`config.mk`:
```
export PLATFORM = sky130hd
export DESIGN_NAME = pcie_phy_tx_block_framer
export DESIGN_NICKNAME = d
export VERILOG_FILES = /design/src/rtl/pcie_phy_tx_pkg.sv /design/src/rtl/pcie_phy_tx_block_framer_lane_scrambler.sv /design/src/rtl/pcie_phy_tx_block_framer.sv
export SDC_FILE = /design/constraint.sdc
export NUM_CORES = 1
export LEC_CHECK = 0
export ABC_AREA = 1
export ABC_CLOCK_PERIOD_IN_PS = 15400
export BUFFER_PORTS_ARGS = -buffer_cell sky130_fd_sc_hd__buf_2
export CAP_MARGIN = 25
export CORE_ASPECT_RATIO = 0.7
export CORE_MARGIN = 2
export CORE_UTILIZATION = 37
export DETAILED_ROUTE_END_ITERATION = 6
export GPL_ROUTABILITY_DRIVEN = 1
export PLACE_DENSITY = 0.56
export SYNTH_ARGS = -nofsm -noshare
export SYNTH_HDL_FRONTEND = slang
export SYNTH_SLANG_ARGS = --single-unit
```
`constraint.sdc`:
```
create_clock -name clk -period 15.4 [get_ports clk]
set_clock_uncertainty 0.2 [all_clocks]
set_input_delay 2.31 -clock clk [delete_from_list [all_inputs] [get_ports clk]]
set_output_delay 2.31 -clock clk [all_outputs]
set_load 0.1 [all_outputs]
```
`src/rtl/pcie_phy_tx_pkg.sv`:
```
// Shared types and constants for the Gen3 128b/130b TX framer.
// Holds block typing, sync header codes and the per-lane scrambler seeds.
package pcie_phy_tx_pkg;

    typedef enum logic {
        BlkData = 1'b0,
        BlkOs   = 1'b1
    } blk_type_e;

    typedef enum logic [1:0] {
        OsGeneric = 2'b00,
        OsSkp     = 2'b01,
        OsEieos   = 2'b10,
        OsRsvd    = 2'b11
    } os_kind_e;

    localparam logic [1:0] SYNC_DATA = 2'b10;
    localparam logic [1:0] SYNC_OS   = 2'b01;

    localparam int unsigned LFSR_W = 23;

    // x^23 term is implicit; remaining taps x^21+x^16+x^8+x^5+x^2+1
    localparam logic [LFSR_W-1:0] LFSR_POLY = 23'h210125;

    localparam logic [LFSR_W-1:0] LFSR_SEED [0:7] = '{
        23'h1DBFBC, 23'h0607BB, 23'h1EC760, 23'h18C0DB,
        23'h010F12, 23'h19CFC9, 23'h0277CE, 23'h1BB807
    };

    function automatic logic [1:0] sync_hdr(input blk_type_e t);
        return (t == BlkOs) ? SYNC_OS : SYNC_DATA;
    endfunction

endpackage

```
`src/rtl/pcie_phy_tx_block_framer_lane_scrambler.sv`:
```
// Per-lane Galois LFSR scrambler; consumes one LFSR step per wire bit, LSB of byte 0 first.
// A whole lane beat (LANE_W steps) is evaluated combinationally each cycle.
module pcie_lane_scrambler
    import pcie_phy_tx_pkg::*;
#(
    parameter int unsigned       LANE_W = 32,
    parameter logic [LFSR_W-1:0] SEED   = 23'h1DBFBC
) (
    input  logic              clk_i,
    input  logic              rst_i,
    input  logic              advance_i,
    input  logic              reload_i,
    input  logic              scramble_i,
    input  logic [LANE_W-1:0] data_i,
    output logic [LANE_W-1:0] data_o
);

    logic [LFSR_W-1:0] lfsr_q, lfsr_d, lfsr_adv;
    logic [LANE_W-1:0] keystream;

    always_comb begin
        lfsr_adv  = lfsr_q;
        keystream = '0;
        for (int unsigned i = 0; i < LANE_W; i++) begin
            keystream[i] = lfsr_adv[LFSR_W-1];
            lfsr_adv     = {lfsr_adv[LFSR_W-2:0], 1'b0} ^
                           (lfsr_adv[LFSR_W-1] ? LFSR_POLY : '0);
        end

        lfsr_d = lfsr_q;
        if (reload_i) begin
            lfsr_d = SEED;
        end else if (advance_i) begin
            lfsr_d = lfsr_adv;
        end
    end

    assign data_o = scramble_i ? (data_i ^ keystream) : data_i;

    always_ff @(posedge clk_i or posedge rst_i) begin
        if (rst_i) begin
            lfsr_q <= SEED;
        end else begin
            lfsr_q <= lfsr_d;
        end
    end

endmodule

```
`src/rtl/pcie_phy_tx_block_framer.sv`:
```
// Gen3 TX block framer: tracks the 4-beat block position, applies per-lane scrambling rules
// by block type, flags framing errors and presents a 1-deep registered PIPE-style output.
module pcie_phy_tx_block_framer
    import pcie_phy_tx_pkg::*;
#(
    parameter int unsigned NUM_LANES   = 4,
    parameter int unsigned LANE_W      = 32,
    parameter bit          SCRAMBLE_EN = 1'b1
) (
    input  logic                        clk,
    input  logic                        reset,
    input  logic                        in_valid,
    output logic                        in_ready,
    input  logic [NUM_LANES*LANE_W-1:0] in_data,
    input  logic                        in_sob,
    input  logic                        in_blk_type,
    input  logic [1:0]                  in_os_kind,
    output logic                        out_valid,
    input  logic                        out_ready,
    output logic [NUM_LANES*LANE_W-1:0] out_data,
    output logic                        out_start_blk,
    output logic [1:0]                  out_sync_hdr,
    output logic                        err_framing
);

    logic [1:0] beat_cnt_q, beat_cnt_d;
    blk_type_e  blk_type_q, cur_type;
    os_kind_e   os_kind_q, cur_kind;

    logic accept, drop, emit, sob_err;
    logic scramble, lfsr_adv, lfsr_reload, last_beat;
    logic [NUM_LANES*LANE_W-1:0] scr_data;

    assign in_ready = out_ready || !out_valid;
    assign accept   = in_valid && in_ready;

    // A non-sob beat where a block must start is swallowed without touching the LFSRs
    assign drop    = accept && !in_sob && (beat_cnt_q == 2'd0);
    assign emit    = accept && !drop;
    assign sob_err = accept && in_sob && (beat_cnt_q != 2'd0);

    assign cur_type  = in_sob ? blk_type_e'(in_blk_type) : blk_type_q;
    assign cur_kind  = in_sob ? os_kind_e'(in_os_kind) : os_kind_q;
    assign last_beat = !in_sob && (beat_cnt_q == 2'd3);

    assign scramble    = SCRAMBLE_EN && (cur_type == BlkData);
    assign lfsr_adv    = emit && !((cur_type == BlkOs) && (cur_kind == OsSkp));
    assign lfsr_reload = emit && (cur_type == BlkOs) && (cur_kind == OsEieos) && last_beat;

    assign beat_cnt_d = in_sob ? 2'd1 : beat_cnt_q + 2'd1;

    for (genvar g = 0; g < NUM_LANES; g++) begin : g_lane
        pcie_lane_scrambler #(
            .LANE_W (LANE_W),
            .SEED   (LFSR_SEED[g % 8])
        ) u_scrambler (
            .clk_i      (clk),
            .rst_i      (reset),
            .advance_i  (lfsr_adv),
            .reload_i   (lfsr_reload),
            .scramble_i (scramble),
            .data_i     (in_data[g*LANE_W +: LANE_W]),
            .data_o     (scr_data[g*LANE_W +: LANE_W])
        );
    end

    always_ff @(posedge clk or posedge reset) begin
        if (reset) begin
            beat_cnt_q    <= 2'd0;
            blk_type_q    <= BlkData;
            os_kind_q     <= OsGeneric;
            err_framing   <= 1'b0;
            out_valid     <= 1'b0;
            out_data      <= '0;
            out_start_blk <= 1'b0;
            out_sync_hdr  <= 2'b00;
        end else begin
            if (sob_err || drop) begin
                err_framing <= 1'b1;
            end

            if (emit) begin
                beat_cnt_q    <= beat_cnt_d;
                out_valid     <= 1'b1;
                out_data      <= scr_data;
                out_start_blk <= in_sob;
                if (in_sob) begin
                    blk_type_q   <= cur_type;
                    os_kind_q    <= cur_kind;
                    out_sync_hdr <= sync_hdr(cur_type);
                end
            end else if (out_ready) begin
                out_valid     <= 1'b0;
                out_start_blk <= 1'b0;
            end
        end
    end

endmodule

```
==> results list <==
- Mapped cell area: 19480 um^2
- In this run the remaining antenna-violating nets after routing total 0.
- The flow ran to the end, and the final reports show no timing, DRC or antenna violations.
- Share of Yosys cell area claimed by the top area cell type: 23.26%
- Synthesis produced 2545 cells.
- Summed over all failing endpoints, the final setup total negative slack is 0 ns.
- In this run the count of I/O pins placed on the die edge is 270.
- In this design, the stage delay of the slowest critical-path cell is 0.43 ns.
- The worst register-to-register path begins at g_lane[3].u_scrambler.lfsr_q[22]$_DFFE_PP0P_.
- The floorplan step defined a core boundary enclosing 52110 um^2.
- Initial core utilization: 37.37%
- Post-DR wirelength/cell: 17.14 um
- Vias per cell: 4.985
- Type of the setup path with the least slack: input pin to primary output
- For the finished layout, the period the worst path requires is 5.476 ns.
- STA puts the critical path data required time at 12.89 ns.
- Buffer type at the clock tree root: sky130_fd_sc_hd__clkbuf_16
* Cells along the critical path: buf_2 -> inv_1 -> nand2_1 -> buf_2
* Count of buffers added by post-CTS timing repair for setup: 0
* Worst reg-to-reg path cell count: 21
- Most prevalent standard cell on the critical path: sky130_fd_sc_hd__buf_2
* Number of global-route vias before repair: 16640
- GRT Total Usage: 21.69%
* Net count reported at finish: 2921
- Cell count along the critical path: 4
- Clock-pin slew was measured on the worst setup and hold paths at 0.06 ns.
- Launching element of the worst setup path: out_ready
- Max Root-Sink Buffers: 3
- The count of buffers added on input and output ports is 269.
- Post-synthesis average cell area: 7.653 um^2
- Largest delay share family, worst path: buffers and inverters
- For this run, asynchronously set or reset flops after synthesis account for 100.0%.
- STA classifies the critical path startpoint as an input pin.
* RSZ-0062 raised after global routing: false
* CTS tree: done
* Most numerous cell in the Yosys netlist: sky130_fd_sc_hd__nand2_1
* Distinct cell type count of the synthesized netlist: 42
- In the routed design, unresolved DRC markers number 0.
- The multi-input combinational cells in the finished layout cover a total of 12420 um^2.
* Max Fanout on Critical Path: 3
* CTS buffer count: 28
* Horizontal extent of the die: 278.2 um
- Entering global routing, the biggest net connects 110 pins.
* Clock insertion delay at the later pin of the skew report: 0.58 ns
* Number of buffer and inverter instances along the worst setup path: 3
* Global-route wire length before repair: 93790 um
* Leftover overflow at the end of global routing: 0
- On the critical path, the stage with the largest delay is an instance of sky130_fd_sc_hd__buf_2.
- Measured against its own limit, the worst slew margin works out to 41.46%.
- Gates resized during post-CTS repair numbered 0.
- The synthesized design contains 0 enable-type register cells.
- In this run the number of H-tree levels came out at 1.
* Rows: 70
* Post-synthesis cell type with the largest combined area: sky130_fd_sc_hd__dfrtp_1
* Filler Cell Count: 5356
* Die height: 196.0 um
- The critical path ends at in_ready.
* Most used DFF post-synth: sky130_fd_sc_hd__dfrtp_1
* Number of cells traversed by the worst hold path: 2
- Number of clock sinks seen by CTS: 229
- Net Count, Synth: 2683
- The path class of the tightest hold or removal check is flop to flop.
* Total routed wirelength: 59820 um
- 1st-pass router iterations: 5
- From synthesis to final layout, the design area changed by 15.81%.
* Worst slew pin tran: 0.8781 ns
* Maximum frequency from static timing analysis: 182.6 MHz
- Across all register-to-register paths, the minimum setup slack is 11.03 ns.
* Biggest area contributors in the synthesized netlist: sky130_fd_sc_hd__dfrtp_1 (23%), sky130_fd_sc_hd__nand2_1 (12%), sky130_fd_sc_hd__xor2_1 (11%)
- Antenna violations before repair: 1
- Type of destination of the critical path: primary output
- Crit path arrival time: 2.97 ns
- Cells with a size suffix above 1 make up 29.80% of the layout.
- In this run the critical register-to-register path is captured at out_data[127]$_DFFE_PP0P_.
- Endpoints failing hold: 0
- Half-perimeter wire length after placement: 46900 um
* Initial DRC count: 1202
* FF+latch area: 5791 um^2
- Number of buffers added to fix hold violations after cts: 0
- Total count of max-transition violations in the final report: 0
- Register area share after synthesis: 29.73%
- DR vias: 17400
* Final setup violation count: 0
* Count of warnings emitted by yosys: 0
* Yosys reg bits: 229
* Area of the die: 54520 um^2
- Most common library cells after synthesis: sky130_fd_sc_hd__nand2_1 (631), sky130_fd_sc_hd__nand3_1 (293), sky130_fd_sc_hd__xor2_1 (242), sky130_fd_sc_hd__inv_1 (184), sky130_fd_sc_hd__dfrtp_1 (181)
- Final worst path period share: 35.56%
* Placer Congestion: 0.9411
* Max-Cap Viols: 0
[flip-flops by register name, summed over array words and instances (netlist names)]
name                       flops
out_start_blk                  1
err_framing                    1
out_data                     128
out_sync_hdr                   2
beat_cnt_q                     2
os_kind_q                      2
out_valid                      1
g_lane.u_scrambler.lfsr_q     92
[final cells by class]
type | instances | area share, %
antenna | 1 | 0.01109
timing repair buffer | 279 | 6.390
tap | 684 | 3.794
multi-input combinational | 1988 | 55.05
sequential | 229 | 25.67
clock buffer | 41 | 3.772
inverter | 257 | 4.343
clock inverter | 11 | 0.9708
[how the worst min path moves through the flow]
stage                     slack [ns]                     start                  endpoint
after floorplan                 0.25  os_kind_q[0]$_DFFE_PP0P_  os_kind_q[0]$_DFFE_PP0P_
after global routing            0.29  out_data[36]$_DFFE_PP0P_  out_data[36]$_DFFE_PP0P_
after detailed placement        0.26  out_data[60]$_DFFE_PP0P_  out_data[60]$_DFFE_PP0P_
after CTS                       0.28  out_data[30]$_DFFE_PP0P_  out_data[30]$_DFFE_PP0P_
after global placement          0.26  out_data[11]$_DFFE_PP0P_  out_data[11]$_DFFE_PP0P_
final                           0.28  out_data[36]$_DFFE_PP0P_  out_data[36]$_DFFE_PP0P_
[placed cells by master (no fill, tap or decap), types with 13 or more instances in the layout]
cell type / instances
sky130_fd_sc_hd__o21ai_0: 140
sky130_fd_sc_hd__dfstp_2: 48
sky130_fd_sc_hd__nor2_1: 71
sky130_fd_sc_hd__xnor2_1: 94
sky130_fd_sc_hd__nand3_1: 293
sky130_fd_sc_hd__xor2_1: 242
sky130_fd_sc_hd__o21ai_1: 20
sky130_fd_sc_hd__nand2_1: 629
sky130_fd_sc_hd__nand2_2: 130
sky130_fd_sc_hd__o22ai_1: 27
sky130_fd_sc_hd__buf_2: 269
sky130_fd_sc_hd__nand3_4: 18
sky130_fd_sc_hd__nand3_2: 104
sky130_fd_sc_hd__nand3b_1: 13
sky130_fd_sc_hd__nand2_4: 96
sky130_fd_sc_hd__inv_1: 182
sky130_fd_sc_hd__or2_1: 20
sky130_fd_sc_hd__a21oi_1: 18
sky130_fd_sc_hd__clkbuf_16: 29
sky130_fd_sc_hd__dfrtp_1: 181
sky130_fd_sc_hd__inv_2: 71
[metrics by stage]
step | instances | setup slack, ns | instance area, um^2 | hold slack (ns) | utilization [%]
2_1_floorplan | 2545 | 6.693 | 19480 | 0.2479 | -
3_3_place_gp | 3436 | 9.716 | 21460 | 0.2611 | 41.17
3_5_place_dp | 3437 | 9.643 | 21480 | 0.2645 | 41.22
6_report | 3490 | 9.924 | 22560 | 0.2759 | 43.28
5_1_grt | 3489 | 9.890 | 22550 | 0.2909 | 43.28
4_1_cts | 3489 | 9.925 | 22550 | 0.2801 | 43.28
[layer usage]
metal	vias up	track usage [%]	routed length, um
met5	-	0	13
met4	2	4.805	1339
met2	469	31.87	24630
met1	8263	33.00	30280
li1	8587	-	-
met3	75	3.537	3557
[worst reg2reg max path: stages, from the launching register on]
cell and delay, ns:
sky130_fd_sc_hd__dfrtp_1 0.68, sky130_fd_sc_hd__xor2_1 0.45, sky130_fd_sc_hd__nand3_1 0.15, sky130_fd_sc_hd__nand2_2 0.14, sky130_fd_sc_hd__nand2_2 0.10, sky130_fd_sc_hd__nand3_1 0.14
sky130_fd_sc_hd__nand3_2 0.13, sky130_fd_sc_hd__nand3_2 0.12, sky130_fd_sc_hd__nand2_2 0.15, sky130_fd_sc_hd__or2_1 0.24, sky130_fd_sc_hd__nand2_1 0.18, sky130_fd_sc_hd__nand3_1 0.25
sky130_fd_sc_hd__nand3_1 0.15, sky130_fd_sc_hd__nand2_1 0.18, sky130_fd_sc_hd__inv_1 0.12, sky130_fd_sc_hd__nand3_2 0.13, sky130_fd_sc_hd__nand2_2 0.22, sky130_fd_sc_hd__nand2_2 0.08
sky130_fd_sc_hd__nand2_1 0.19, sky130_fd_sc_hd__nand3_1 0.10, sky130_fd_sc_hd__nand3_1 0.11, sky130_fd_sc_hd__nand2_1 0.06
[cells by family (layout without fill, tap and decap cells)]
| kind of cell | after synthesis | count (layout) | share of synthesized area [%] |
|---|---|---|---|
| simple gates | 1402 | 1402 | 40.18 |
| fa+ha+maj | 2 | 2 | 0.1285 |
| other cells | 0 | 1 | 0 |
| buf+inv | 328 | 588 | 6.623 |
| xor+xnor | 359 | 359 | 17.09 |
| compound gates | 224 | 224 | 6.193 |
| flops | 229 | 229 | 29.73 |
| mux | 1 | 1 | 0.05140 |
Power is not shown: default switching activity piles up to over one toggle a cycle in this logic, so the estimate is an artifact.
